===== config.mk =====
export PLATFORM = sky130hd
export DESIGN_NAME = ups_dac_arb_flat
export DESIGN_NICKNAME = d
export VERILOG_FILES = /design/src/rtl/ups_dac_arb_pkg.sv /design/src/rtl/ups_dac_arb_if.sv /design/src/rtl/ups_dac_arb_pick.sv /design/src/rtl/ups_dac_arb.sv /design/src/flat_wrapper.sv
export SDC_FILE = /design/constraint.sdc
export NUM_CORES = 1
export LEC_CHECK = 0
export CORE_MARGIN = 2
export CORE_UTILIZATION = 45
export CTS_CLUSTER_SIZE = 8
export DETAILED_ROUTE_END_ITERATION = 10
export MAX_ROUTING_LAYER = met4
export PLACE_DENSITY = 0.77
export SYNTH_ARGS = -nofsm -noshare
export SYNTH_HDL_FRONTEND = slang
export SYNTH_SLANG_ARGS = --single-unit

===== constraint.sdc =====
create_clock -name clk -period 2.9 [get_ports clk]
set_input_delay 0.58 -clock clk [delete_from_list [all_inputs] [get_ports clk]]
set_output_delay 0.58 -clock clk [all_outputs]
set_load 0.02 [all_outputs]

===== src/rtl/ups_dac_arb_pkg.sv =====
// Shared definitions for the DAC arbiter slice.
//   UPS_DAC_W       : default DAC word width
//   ups_arb_state_t : arbiter FSM states (IDLE accepts, GAP enforces frame spacing)
//   ups_idw()       : requester index width, never below 1 bit
package ups_pkg;

  localparam int UPS_DAC_W = 16;

  typedef enum logic {IDLE, GAP} ups_arb_state_t;

  function automatic int ups_idw(input int n);
    return (n > 1) ? $clog2(n) : 1;
  endfunction

endpackage


===== src/rtl/ups_dac_arb_if.sv =====
// Requester/DAC bundle of the arbiter.
//   rr_en     : 1 = round-robin, 0 = fixed priority
//   req_valid : per-requester valid
//   req_data  : per-requester word
//   req_ready : one-hot accept
//   dac       : issued word, held until the next issue
//   dac_dv    : one-cycle issue strobe
//   gnt_id    : index of the last accepted requester
//   busy      : high while frame spacing is being enforced
// master = requester/consumer side, slave = arbiter side.
interface ups_dac_arb_if
  import ups_pkg::*;
#(
  parameter int NREQ  = 3,
  parameter int DAC_W = UPS_DAC_W
);
  localparam int IDW = ups_idw(NREQ);

  logic                        rr_en;
  logic [NREQ-1:0]             req_valid;
  logic [NREQ-1:0][DAC_W-1:0]  req_data;
  logic [NREQ-1:0]             req_ready;
  logic [DAC_W-1:0]            dac;
  logic                        dac_dv;
  logic [IDW-1:0]              gnt_id;
  logic                        busy;

  modport master (
    output rr_en, req_valid, req_data,
    input  req_ready, dac, dac_dv, gnt_id, busy
  );

  modport slave (
    input  rr_en, req_valid, req_data,
    output req_ready, dac, dac_dv, gnt_id, busy
  );
endinterface


===== src/rtl/ups_dac_arb_pick.sv =====
// Combinational winner selection.
//   req   : request vector
//   base  : round-robin search start (ignored when rr_en=0)
//   rr_en : 1 = search from base with wrap, 0 = lowest index wins
//   gnt   : one-hot winner
//   idx   : winner index
//   any   : at least one request present
module ups_arb_pick
  import ups_pkg::*;
#(
  parameter int NREQ = 3,
  parameter int IDW  = ups_idw(NREQ)
) (
  input  logic [NREQ-1:0] req,
  input  logic [IDW-1:0]  base,
  input  logic            rr_en,
  output logic [NREQ-1:0] gnt,
  output logic [IDW-1:0]  idx,
  output logic            any
);

  logic [2*NREQ-1:0] dbl;
  logic [NREQ-1:0]   rot;
  int unsigned       start;
  int unsigned       pos;
  logic              found;

  // Rotating the doubled vector right by the start index puts the search
  // origin at bit 0, so a plain lowest-bit encoder yields the wrapped winner.
  always_comb begin
    start = rr_en ? int'(base) : 0;
    dbl   = {req, req} >> start;
    rot   = dbl[NREQ-1:0];
    any   = |req;
    idx   = '0;
    found = 1'b0;
    pos   = 0;
    for (int unsigned i = 0; i < NREQ; i++) begin
      if (!found && rot[i]) begin
        found = 1'b1;
        pos   = start + i;
        if (pos >= NREQ) pos = pos - NREQ;
        idx   = IDW'(pos);
      end
    end
    gnt = '0;
    for (int unsigned i = 0; i < NREQ; i++) begin
      gnt[i] = any && (IDW'(i) == idx);
    end
  end

endmodule


===== src/rtl/ups_dac_arb.sv =====
// Arbitrates the single DAC channel between NREQ sources and issues one word
// per frame to ups_da as a one-cycle dac_dv strobe, spaced at least
// FRAME_CYC cycles apart.
//   clk   : fabric clock
//   rst_n : asynchronous active-low reset
//   bus   : requester/DAC bundle (slave side)
module ups_dac_arb
  import ups_pkg::*;
#(
  parameter int NREQ      = 3,
  parameter int DAC_W     = UPS_DAC_W,
  parameter int FRAME_CYC = 40
) (
  input  logic          clk,
  input  logic          rst_n,
  ups_dac_arb_if.slave  bus
);

  localparam int IDW = ups_idw(NREQ);
  localparam int CW  = $clog2(FRAME_CYC);

  ups_arb_state_t   state_q, state_d;
  logic [CW-1:0]    cnt_q, cnt_d;
  logic [IDW-1:0]   ptr_q, ptr_d;
  logic [DAC_W-1:0] dac_q, dac_d;
  logic             dv_q, dv_d;
  logic [IDW-1:0]   gid_q, gid_d;

  logic [NREQ-1:0]  gnt;
  logic [IDW-1:0]   idx;
  logic             any;

  ups_arb_pick #(.NREQ(NREQ), .IDW(IDW)) u_pick (
    .req   (bus.req_valid),
    .base  (ptr_q),
    .rr_en (bus.rr_en),
    .gnt   (gnt),
    .idx   (idx),
    .any   (any)
  );

  always_comb begin
    state_d = state_q;
    cnt_d   = cnt_q;
    ptr_d   = ptr_q;
    dac_d   = dac_q;
    dv_d    = 1'b0;
    gid_d   = gid_q;
    unique case (state_q)
      IDLE: begin
        if (any) begin
          state_d = GAP;
          cnt_d   = CW'(FRAME_CYC - 1);
          dac_d   = bus.req_data[idx];
          dv_d    = 1'b1;
          gid_d   = idx;
          if (bus.rr_en)
            ptr_d = (idx == IDW'(NREQ - 1)) ? '0 : idx + 1'b1;
        end
      end
      GAP: begin
        // Counter is always >=1 here, so it stops at 0 without wrapping.
        cnt_d = cnt_q - 1'b1;
        if (cnt_q == CW'(1)) state_d = IDLE;
      end
      default: state_d = IDLE;
    endcase
  end

  always_ff @(posedge clk or negedge rst_n) begin
    if (!rst_n) begin
      state_q <= IDLE;
      cnt_q   <= '0;
      ptr_q   <= '0;
      dac_q   <= '0;
      dv_q    <= 1'b0;
      gid_q   <= '0;
    end else begin
      state_q <= state_d;
      cnt_q   <= cnt_d;
      ptr_q   <= ptr_d;
      dac_q   <= dac_d;
      dv_q    <= dv_d;
      gid_q   <= gid_d;
    end
  end

  // Reset resets state to IDLE, which alone would let ready through; the
  // rst_n term keeps ready low while reset is held.
  assign bus.req_ready = gnt & {NREQ{(state_q == IDLE) && rst_n}};
  assign bus.dac       = dac_q;
  assign bus.dac_dv    = dv_q;
  assign bus.gnt_id    = gid_q;
  assign bus.busy      = (state_q == GAP);

endmodule


===== src/flat_wrapper.sv =====
// flat-port wrapper written by rule: the top's interface ports become plain ports
module ups_dac_arb_flat import ups_pkg::*;
#(
  parameter int NREQ      = 3,
  parameter int DAC_W     = UPS_DAC_W,
  parameter int FRAME_CYC = 40
)
  (clk, rst_n, bus_rr_en, bus_req_valid, bus_req_data, bus_req_ready, bus_dac, bus_dac_dv, bus_gnt_id, bus_busy);
  ups_dac_arb_if #(.NREQ(NREQ), .DAC_W(DAC_W)) bus_i ();
  input  logic clk;
  input  logic rst_n;
  input wire logic [$bits(bus_i.rr_en)-1:0] bus_rr_en;
  input wire logic [$bits(bus_i.req_valid)-1:0] bus_req_valid;
  input wire logic [$bits(bus_i.req_data)-1:0] bus_req_data;
  output wire logic [$bits(bus_i.req_ready)-1:0] bus_req_ready;
  output wire logic [$bits(bus_i.dac)-1:0] bus_dac;
  output wire logic [$bits(bus_i.dac_dv)-1:0] bus_dac_dv;
  output wire logic [$bits(bus_i.gnt_id)-1:0] bus_gnt_id;
  output wire logic [$bits(bus_i.busy)-1:0] bus_busy;
  assign bus_i.rr_en = bus_rr_en;
  assign bus_i.req_valid = bus_req_valid;
  assign bus_i.req_data = bus_req_data;
  assign bus_req_ready = bus_i.req_ready;
  assign bus_dac = bus_i.dac;
  assign bus_dac_dv = bus_i.dac_dv;
  assign bus_gnt_id = bus_i.gnt_id;
  assign bus_busy = bus_i.busy;
  ups_dac_arb #(.NREQ(NREQ), .DAC_W(DAC_W), .FRAME_CYC(FRAME_CYC)) u_core (.clk(clk), .rst_n(rst_n), .bus(bus_i));
endmodule

==> results.md, run 1 <==
* CP Cell Sequence: dlygate4sd2_1 -> and2_1 -> ha_1 -> nand3b_1 -> o221ai_4 -> nand3_2 -> nor2_1 -> buf_4
* Clock H-tree levels at 1
* Ys flop type: dfrtp_1
* HPWL after DPL at 4020 µm
* R2R setup slack at 0.48 ns
* Simple-Gate Fraction of Synth Area at 0.273
* Starting Density at 0.458
* Top cell type's share of synthesized area at 0.328
* FF/Latch Area at 701 µm²
* Synth area leader: dfrtp_1
* Width of the die at 72.9 µm
* Maximum vdd drop at 0.320 mV
* Seq cells post-synth at 28
* Avg WL per Cell at 15.3 µm
* Synth Area in Compound Gates at 0.188
* Total number of vias at 1,892
* Ant diodes at 0
* Ports at 77
* DRC at 0
* Synth async-reset ratio at 1.00
* Syn Inst Count at 207
* Max frequency at 362 MHz
* Growth of design area from synthesis to finish at 44.5%
* Setup-failing EPs final at 0
* Combinational family with the most area after synthesis: simple AND/OR/NAND/NOR gates
* Critical Path End Type: primary output
* Final net count at 353
* GRT overflow at 0
* Post-synthesis sequential area ratio at 0.328
* Critical R2R Launch: u_core.ptr_q[1]
* Vias in the first global route at 1,906
* Syn. warnings at 0
* Adder-cell share of the synthesized area at 0.0176
* Synth top cells by count: dfrtp_1 (28), nand2_1 (24), nand3_2 (18)
* Root Driver: clkbuf_8
* Fillers at 377
* Clock latency on the worst-skew pair at 0.28 ns
* Internal at 0.00137 W
* TritonCTS clock tree: done
* Post-Syn Area per Cell at 10.3 µm²
* Clk pwr share at 0.107
* Worst-path clk slew at 0.10 ns
* Layout cell share with drive strength beyond 1 at 0.339
* Initial DRC count at 62
* Critical Path RT at 2.32 ns
* CP arrival at 2.18 ns
* FF-to-FF path depth at 8
* Xor and xnor area share after synthesis at 0.0123
* Switching Fraction at 0.411
* Vias per cell at 5.42
* Die area at 5310 µm²
* Part of the cycle the worst path needs at 0.952
* Logic gate share of total power at 0.586
* Hold path depth at 2
* 1st-pass router iterations at 5
* Clock buffer count from CTS at 3
* Final GP Congestion at 0.891
* Slew @ Worst Pin at 0.647 ns
* Mux contribution to synthesized area at 0.0985
* Max clock buf depth at 2
* Design Power at 0.00232 W
* Static Leakage at 1.28 nW
* Final wirelength at 5330 µm
* Initial antenna violation count at 0
* CTS Sinks at 28
* Slowest stage delay, CP at 0.32 ns
* Main area contributors after synthesis: dfrtp_1 (33%), o211ai_2 (10%), nand3_2 (8.4%)
* Psw at 0.000954 W
* Max Slew Vio Count at 0
* Global-route wire length before repair at 8700 µm
* Die Ht at 72.9 µm
* Largest net degree at the start of global routing at 27
* Crit path max-delay cell type: ha_1
* Clock Skews at 0.00198 ns
* RSZ-0062 raised after global routing: false
* Smallest hold slack at 0.501 ns
* Cell area after synthesis at 2130 µm²
* Crit path kind: input pin to primary output
* Multi-input gate area at 1280 µm²
* Post-synthesis cell type count at 48
* Synthesized Nets at 264
* Worst Hold Class: register to register
* Core area at 4660 µm²
* Crit-path max FO at 5
* Critical Path Start Type: input pin
* PwrDens at 753 nW/µm²
* Post-synth EDFFs at 0
* Status: completed
* # Max-Cap Violations at 0
* Reg power frac at 0.307
* Headroom to the max-slew limit at 0.564
* Gr usage total at 0.214
* Final hold violation count at 0
* CP Launch Point: bus_rr_en
* Final ANT Viol Nets at 0
* Min Tclk post-route at 2.76 ns
* Hold Buf Count CTS at 0
* Worst Setup EP: bus_req_ready[0]
* PortBufs at 76
* Hold path startpoint: u_core.bus.dac[14]
* Count leader, synth: dfrtp_1
* Reg2Reg Capture Point: u_core.bus.dac[15]
* Rows at 25
[layout make-up]
type / instances / area share
clock buffer: 4 / 0.0178
timing repair buffer: 104 / 0.313
sequential: 28 / 0.227
multi-input combinational: 154 / 0.414
tap: 54 / 0.0219
inverter: 5 / 0.00608
[per-layer routing]
metal / up-vias / share of wire / track usage
li1: 926 / - / -
met1: 901 / 0.41 / 0.259
met2: 52 / 0.52 / 0.347
met3: 13 / 0.041 / 0.0401
met4: 0 / 0.029 / 0.0947
met5: - / 0 / -
[metrics by stage]
| step | worst slack, ns | cells | instance area [µm²] | TNS [ns] | utilization |
|---|---|---|---|---|---|
| 2_1_floorplan | -0.0707 | 207 | 2130 | -0.141 | - |
| 3_3_place_gp | -0.484 | 342 | 3000 | -1.65 | 0.643 |
| 3_5_place_dp | -0.627 | 342 | 3000 | -2.40 | 0.643 |
| 4_1_cts | -0.00345 | 347 | 3050 | -0.00345 | 0.654 |
| 5_1_grt | 0.00640 | 349 | 3090 | 0 | 0.662 |
| 6_report | 0.140 | 349 | 3090 | 0 | 0.662 |
[kinds of logic (layout without fill, tap and decap cells)]
logic type,count (synthesis),count (layout)
muxes,16,16
AOI/OAI and AO/OA,41,41
adders and majority gates,3,3
DFF,28,28
and+or+nand+nor,91,91
xor gates and xnor gates,3,3
buffers and inverters,25,113
[layout by cell type, fill, tap and decap left out, drive strengths merged, types with 2 or more instances in the layout]
| cell | instances |
|---|---|
| nor2b | 3 |
| a21boi | 2 |
| nand2b | 3 |
| clkdlybuf4s50 | 69 |
| clkbuf | 4 |
| nand3 | 34 |
| nand2 | 24 |
| xnor2 | 2 |
| and4bb | 2 |
| and2 | 2 |
| a31oi | 2 |
| a22o | 3 |
| dfrtp | 28 |
| nor3 | 3 |
| ha | 3 |
| o211ai | 18 |
| dlygate4sd2 | 2 |
| buf | 31 |
| o21ai | 8 |
| a21oi | 3 |
| mux2 | 16 |
| dlymetal6s2s | 2 |
| nor2 | 9 |
| nand4b | 2 |
| nand3b | 3 |
| inv | 5 |
[power by group through the flow]
stage / Combinational [W] / Clock (W) / Sequential, W
floorplan: 0.000741 / 0 / 0.000845
global placement: 0.00133 / 0 / 0.000705
detailed placement: 0.00136 / 0 / 0.000720
CTS: 0.00137 / 0.000250 / 0.000714
global route: 0.00147 / 0.000262 / 0.000738
finish: 0.00136 / 0.000248 / 0.000714
[worst max-delay path: cells and delay by family]
family          cells  cell delay, ns
fa+ha+maj           1            0.32
buf+inv             2            0.44
compound gates      1            0.24
simple gates        4            0.60
[state kept, by name, indices dropped and copies added, names as in the netlist]
signal / count
u_core.ptr_q: 2
u_core.cnt_q: 6
u_core.bus.busy: 1
u_core.bus.dac_dv: 1
u_core.bus.dac: 16
u_core.bus.gnt_id: 2
[worst min-delay path by stage]
stage | to | slack [ns]
after floorplan | u_core.bus.busy | 0.28
after global placement | u_core.bus.gnt_id[1] | 0.47
after detailed placement | u_core.bus.dac[14] | 0.49
after CTS | u_core.bus.dac[14] | 0.51
after global routing | u_core.bus.dac[14] | 0.53
final | u_core.bus.dac[14] | 0.50
[repair_timing]
item | in CTS | in global routing
setup endpoints to repair | 3 | 3
setup buffers | 1 | 1
endpoints found under the hold margin | 0 | 0
pin swaps | 3 | 7
cloned | 0 | 1
resized for setup | 20 | 8
No activity file was read; power rests on OpenSTA's default activity.
==> inputs of run 2 (changes only) <==
Settings changed: SKIP_LAST_GASP from default to 1.
==> results.md, run 2 (synthesis results as in run 1) <==
* Multi-input gate area at 1270 µm² (was 1280 µm²)
* PwrDens at 751 nW/µm² (was 753 nW/µm²)
* Final wirelength at 5290 µm (was 5330 µm)
* Layout cell share with drive strength beyond 1 at 0.336 (was 0.339)
* CP Cell Sequence: dlygate4sd2_1 -> buf_4 -> and4bb_1 -> a22o_1 -> o21ai_1 -> a41o_2 -> inv_2 -> nor3_2 -> buf_4 (was dlygate4sd2_1 -> and2_1 -> ha_1 -> nand3b_1 -> o221ai_4 -> nand3_2 -> nor2_1 -> buf_4)
* Max frequency at 361 MHz (was 362 MHz)
* Slew @ Worst Pin at 0.655 ns (was 0.647 ns)
* DRC at 0 (unchanged)
* Met3 Use GR at 0.0401 (unchanged)
* Commonest non-fill, non-tap cell in the layout: clkdlybuf4s50_1 (unchanged)
* GR Util met2 at 0.347 (unchanged)
* RSZ-0062 raised after global routing: false (unchanged)
* Post-layout util at 0.661 (was 0.662)
* Worst Setup EP: bus_req_ready[2] (was bus_req_ready[0])
* Core area at 4660 µm² (unchanged)
* Crit path kind: input pin to primary output (unchanged)
* Vias in the first global route at 1,904 (was 1,906)
* CTS Sinks at 28 (unchanged)
* Final GP Congestion at 0.891 (unchanged)
* GRT overflow at 0 (unchanged)
* Status: completed (unchanged)
* Crit-path max FO at 5 (unchanged)
* Growth of design area from synthesis to finish at 44.4% (was 44.5%)
* Starting Density at 0.458 (unchanged)
* Die area at 5310 µm² (unchanged)
* Max clock buf depth at 2 (unchanged)
* Critical Path Start Type: input pin (unchanged)
* FF-to-FF path depth at 8 (unchanged)
* Final hold violation count at 0 (unchanged)
* Max reg flops at 16 (unchanged)
* Maximum vdd drop at 0.320 mV (about the same)
* Critical Path End Type: primary output (unchanged)
* Levels on crit path at 9 (was 8)
* R2R setup slack at 0.50 ns (was 0.48 ns)
* Worst-path clk slew at 0.09 ns (was 0.10 ns)
* Fillers at 377 (unchanged)
* GR Layer Usage met1 at 0.259 (unchanged)
* Critical R2R Launch: u_core.ptr_q[1] (unchanged)
* Root Driver: clkbuf_8 (unchanged)
* Rows at 25 (unchanged)
* Part of the cycle the worst path needs at 0.956 (was 0.952)
* Crit path max-delay cell type: dlygate4sd2_1 (was ha_1)
* Largest delay share family, worst path: buffers and inverters (was simple AND/OR/NAND/NOR gates)
* HPWL after DPL at 4020 µm (unchanged)
* Post-route cell area at 3080 µm² (was 3090 µm²)
* TNS Setup at 0 ns (unchanged)
* Initial DRC count at 53 (was 62)
* Clock latency on the worst-skew pair at 0.28 ns (about the same)
* Setup-failing EPs final at 0 (unchanged)
* Headroom to the max-slew limit at 0.560 (was 0.564)
* Width of the die at 72.9 µm (unchanged)
* Clock buffer count from CTS at 3 (unchanged)
* Die Ht at 72.9 µm (unchanged)
* Final ANT Viol Nets at 0 (unchanged)
* Smallest hold slack at 0.501 ns (about the same)
* Most frequent cells in the layout: clkdlybuf4s50_1 (69), buf_4 (29), dfrtp_1 (28) (unchanged)
* Final net count at 353 (unchanged)
* GRT Max-Usage Layer: met2 (unchanged)
* Static Leakage at 1.28 nW (about the same)
* Reg2Reg Capture Point: u_core.bus.dac[5] (was u_core.bus.dac[15])
* Global-route wire length before repair at 8700 µm (unchanged)
* Design Power at 0.00231 W (was 0.00232 W)
* Slowest stage delay, CP at 0.28 ns (was 0.32 ns)
* FF/Latch Area at 701 µm² (unchanged)
* Buf/Inv on CP at 4 (was 2)
* # Max-Cap Violations at 0 (unchanged)
* Largest net degree at the start of global routing at 27 (unchanged)
* TritonCTS clock tree: done (unchanged)
* Worst Hold Class: register to register (unchanged)
* CP Launch Point: bus_rr_en (unchanged)
* Gr usage total at 0.214 (unchanged)
* Min Tclk post-route at 2.77 ns (was 2.76 ns)
* Total number of vias at 1,868 (was 1,892)
* CP dominant cell by count: buf_4
* Initial antenna violation count at 0 (unchanged)
* Post-DP Area at 3000 µm² (unchanged)
* Hold Buf Count CTS at 0 (unchanged)
* Vias per cell at 5.35 (was 5.42)
* Critical Path RT at 2.32 ns (about the same)
* CP arrival at 2.19 ns (was 2.18 ns)
* Avg WL per Cell at 15.2 µm (was 15.3 µm)
* Ant diodes at 0 (unchanged)
* Clock H-tree levels at 1 (unchanged)
* Clock Skews at 0.00555 ns (was 0.00198 ns)
* PortBufs at 76 (unchanged)
* Ports at 77 (unchanged)
* Max Slew Vio Count at 0 (unchanged)
* 1st-pass router iterations at 5 (unchanged)
==> run 2: cell counts in the layout (fill, tap and decap cells not counted) <==
No cell type changed its count.
==> run 2: area by class of cell <==
cell class                 count  share of cell area
multi-input combinational    154               0.413
timing repair buffer         104               0.314
sequential                    28               0.227
tap                           54              0.0219
clock buffer                   4              0.0179
inverter                       5             0.00609
==> run 2: per-layer routing <==
layer  vias to the layer above  share of wire
met5                         -              0
met4                         0          0.028
met3                        11          0.043
met2                        52           0.53
met1                       879           0.40
li1                        926              -
==> run 2: per-stage QoR <==
step           instances  setup slack (ns)
2_1_floorplan        207           -0.0707
3_3_place_gp         342            -0.484
3_5_place_dp         342            -0.627
4_1_cts              347           -0.0160
5_1_grt              349           0.00640
6_report             349             0.126
==> run 2: how the worst min path moves through the flow <==
stage                              start                    to  slack, ns  cells past startpoint
global route          u_core.bus.dac[14]    u_core.bus.dac[14]       0.53                      2
global placement    u_core.bus.gnt_id[1]  u_core.bus.gnt_id[1]       0.47                      2
detailed placement    u_core.bus.dac[14]    u_core.bus.dac[14]       0.49                      2
CTS                   u_core.bus.dac[14]    u_core.bus.dac[14]       0.51                      2
floorplan                          rst_n       u_core.bus.busy       0.28                      0
finish                u_core.bus.dac[14]    u_core.bus.dac[14]       0.50                      2
==> run 2: report_power, final <==
| group | switching, W | internal [W] |
|---|---|---|
| sequential | 0.000140 | 0.000573 |
| combinational | 0.000683 | 0.000673 |
| clock | 0.000123 | 0.000122 |
==> run 2: worst reg2reg max path: stages, from the launching register on <==
cell and delay [ns]:
dfrtp_1 0.56, nand2_1 0.10, ha_1 0.31, nand3b_1 0.20, o221ai_4 0.24, buf_4 0.31
mux2_2 0.39, nand3_1 0.09, o211ai_2 0.07
==> run 2: what timing repair did <==
action | CTS | global route
pin swaps | 3 | 6
setup buffers | 1 | 1
cloned | 0 | 1
resized for setup | 19 | 8
setup endpoints to repair | 3 | 3
==> inputs of run 3 (changes only) <==
Settings changed: CORE_UTILIZATION 45 to 43, PLACE_DENSITY 0.77 to 0.76, SYNTH_HIERARCHICAL from default to 1.
==> results.md, run 3 <==
* RSZ-0062 raised after global routing: false (unchanged)
* Most frequent cells in the layout: clkdlybuf4s50_1 (69), dfrtp_1 (28), nor2_1 (21) (was clkdlybuf4s50_1 (69), buf_4 (29), dfrtp_1 (28))
* Layout cell share with drive strength beyond 1 at 0.186 (was 0.336)
* Post-synthesis sequential area ratio at 0.377 (was 0.328)
* Buf/Inv on CP at 5 (was 4)
* Final GP Congestion at 0.896 (was 0.891)
* Internal at 0.00147 W (was 0.00137 W)
* Cell area after synthesis at 1860 µm² (was 2130 µm²)
* Slew @ Worst Pin at 0.444 ns (was 0.655 ns)
* Syn. warnings at 6 (was 0)
* GRT overflow at 0 (unchanged)
* Hold Buf Count CTS at 0 (unchanged)
* Ports at 77 (unchanged)
* Synthesized Nets at 251 (was 264)
* Logic gate share of total power at 0.560 (was 0.586)
* Max clock buf depth at 2 (unchanged)
* Clock latency on the worst-skew pair at 0.28 ns (about the same)
* Max reg flops at 16 (unchanged)
* Max Slew Vio Count at 0 (unchanged)
* Synth async-reset ratio at 1.00 (unchanged)
* Vias in the first global route at 1,725 (was 1,904)
* Starting Density at 0.455 (was 0.458)
* Clock buffer count from CTS at 3 (unchanged)
* Die area at 4870 µm² (was 5310 µm²)
* DRC at 0 (unchanged)
* Total number of vias at 1,713 (was 1,868)
* 1st-pass router iterations at 4 (was 5)
* Ant diodes at 0 (unchanged)
* Critical Path End Type: primary output (unchanged)
* CP dominant cell by count: buf_4 (unchanged)
* Status: completed (unchanged)
* Seq cells post-synth at 28 (unchanged)
* Commonest non-fill, non-tap cell in the layout: clkdlybuf4s50_1 (unchanged)
* # Max-Cap Violations at 0 (unchanged)
* Width of the die at 69.8 µm (was 72.9 µm)
* Critical Path Start Type: input pin (unchanged)
* CP arrival at 2.26 ns (was 2.19 ns)
* Crit path kind: input pin to primary output (unchanged)
* Clock Skews at 0.00390 ns (was 0.00555 ns)
* Rows at 23 (was 25)
* TritonCTS clock tree: done (unchanged)
* Ys flop type: dfrtp_1 (unchanged)
* Synth area leader: dfrtp_1 (unchanged)
* Final ANT Viol Nets at 0 (unchanged)
* Growth of design area from synthesis to finish at 52.9% (was 44.4%)
* Crit path max-delay cell type: a2111oi_4 (was dlygate4sd2_1)
* Final wirelength at 4720 µm (was 5290 µm)
* Worst Hold Class: register to register (unchanged)
* Psw at 0.000912 W (was 0.000947 W)
* Gr usage total at 0.205 (was 0.214)
* Min Tclk post-route at 2.84 ns (was 2.77 ns)
* Slowest stage delay, CP at 0.42 ns (was 0.28 ns)
* HPWL after DPL at 3550 µm (was 4020 µm)
* Avg WL per Cell at 14.3 µm (was 15.2 µm)
* Max frequency at 353 MHz (was 361 MHz)
* Largest delay share family, worst path: buffers and inverters (unchanged)
* Headroom to the max-slew limit at 0.704 (was 0.560)
* Main area contributors after synthesis: dfrtp_1 (38%), mux2i_1 (9.1%), a31oi_1 (5.4%) (was dfrtp_1 (33%), o211ai_2 (10%), nand3_2 (8.4%))
* Post-layout util at 0.696 (was 0.661)
* Post-synthesis cell type count at 47 (was 48)
* Worst-path clk slew at 0.10 ns (was 0.09 ns)
* Clock H-tree levels at 1 (unchanged)
* Global-route wire length before repair at 7890 µm (was 8700 µm)
* Post-synth EDFFs at 0 (unchanged)
* CTS Sinks at 28 (unchanged)
* Final hold violation count at 0 (unchanged)
* Multi-input gate area at 1060 µm² (was 1270 µm²)
* Static Leakage at 1.19 nW (was 1.28 nW)
* Die Ht at 69.8 µm (was 72.9 µm)
* Core area at 4090 µm² (was 4660 µm²)
* Crit-path max FO at 5 (unchanged)
* Top cell type's share of synthesized area at 0.377 (was 0.328)
* CP Cell Sequence: dlygate4sd2_1 -> buf_4 -> buf_4 -> a2111oi_4 -> o21bai_4 -> buf_4 -> and3b_1 -> and2_1 -> buf_2 (was dlygate4sd2_1 -> buf_4 -> and4bb_1 -> a22o_1 -> o21ai_1 -> a41o_2 -> inv_2 -> nor3_2 -> buf_4)
* Switching Fraction at 0.382 (was 0.409)
* Smallest hold slack at 0.486 ns (was 0.501 ns)
* Reg power frac at 0.307 (was 0.308)
* FF/Latch Area at 701 µm² (unchanged)
* Setup-failing EPs final at 0 (unchanged)
* Fillers at 321 (was 377)
* Clk pwr share at 0.133 (was 0.106)
* Initial antenna violation count at 0 (unchanged)
* Count leader, synth: dfrtp_1 (unchanged)
* Part of the cycle the worst path needs at 0.978 (was 0.956)
* Post-route insts no fill at 330 (was 349)
* Maximum vdd drop at 0.408 mV (was 0.320 mV)
* Syn Inst Count at 194 (was 207)
* PwrDens at 838 nW/µm² (was 751 nW/µm²)
* Synth top cells by count: dfrtp_1 (28), nor2_1 (21), nand2_1 (20) (was dfrtp_1 (28), nand2_1 (24), nand3_2 (18))
* Root Driver: clkbuf_8 (unchanged)
* Vias per cell at 5.19 (was 5.35)
* Post-Syn Area per Cell at 9.59 µm² (was 10.3 µm²)
* PortBufs at 76 (unchanged)
* Dpl cells at 325 (was 342)
* Initial DRC count at 78 (was 53)
* Final net count at 338 (was 353)
* Critical Path RT at 2.32 ns (about the same)
* Largest net degree at the start of global routing at 29 (was 27)
## run 3: cell type report
type,instances,share of cell area
Clock buffer,3,0.0145
Clock inverter,1,0.0106
Inverter,6,0.00792
Multi-Input combinational cell,146,0.373
Sequential cell,28,0.246
Tap cell,50,0.0220
Timing Repair Buffer,96,0.325
## run 3: power groups by stage
stage                     Combinational, W  Clock [W]  Sequential (W)
after floorplan                   0.000713          0        0.000851
after global placement             0.00131          0        0.000729
after detailed placement           0.00134          0        0.000735
after CTS                          0.00134   0.000324        0.000731
after global routing               0.00145   0.000339        0.000761
final                              0.00133   0.000318        0.000731
## run 3: routing by layer
layer  wire length (µm)  global-route usage  vias up
met5                  0                   -        -
met4                 76              0.0769        0
met3                199              0.0320        8
met2               2410               0.352       59
met1               2030               0.242      797
li1                   -                   -      849
## run 3: per-stage QoR
step / total power [W] / cell area [µm²] / setup TNS, ns / worst slack, ns
detailed placement: 0.00207 / 2750 / -1.31 / -0.446
global route: 0.00255 / 2850 / 0 / 0.000445
finish: 0.00238 / 2850 / 0 / 0.0639
floorplan: 0.00156 / 1860 / 0 / 0.420
global placement: 0.00204 / 2750 / -1.21 / -0.412
CTS: 0.00239 / 2810 / -0.00966 / -0.00966
## run 3: repair_timing
action,CTS,global route
pin swaps,2,3
setup buffers,1,0
endpoints found under the setup margin,3,3
resized for setup,15,6
## run 3: worst paths after layout
check / startpoint / to / slack [ns] / cells after the start
worst max-delay path: bus_rr_en / bus_req_ready[2] / 0.06 / 9
worst min register to register: u_core/cnt_q[5] / u_core/cnt_q[5] / 0.49 / 1
worst max register to register: u_core/ptr_q[1] / u_core/bus.dac[11] / 0.52 / 9
worst min-delay path: u_core/cnt_q[5] / u_core/cnt_q[5] / 0.49 / 1
max in group asynchronous: rst_n / u_core/bus.dac[9] / 1.94 / 2
min in group asynchronous: rst_n / u_core/cnt_q[0] / 0.69 / 2
## run 3: cells by family (layout without fill, tap and decap cells)
| group | Yosys count | count (layout) | synth area share |
|---|---|---|---|
| buffers and inverters | 20 | 106 | 0.0666 |
| DFF | 28 | 28 | 0.377 |
| and+or+nand+nor | 83 | 83 | 0.240 |
| muxes | 21 | 21 | 0.116 |
| adders and majority gates | 3 | 3 | 0.0202 |
| AOI/OAI and AO/OA | 36 | 36 | 0.163 |
| xor gates and xnor gates | 3 | 3 | 0.0182 |
## run 3: worst reg2reg max path, delay by kind of cell, from the launching register on
kind	cells	cell delay [ns]
and+or+nand+nor	2	0.47
AOI/OAI and AO/OA	3	0.71
buffers and inverters	3	0.49
xor gates and xnor gates	1	0.17
DFF	1	0.46
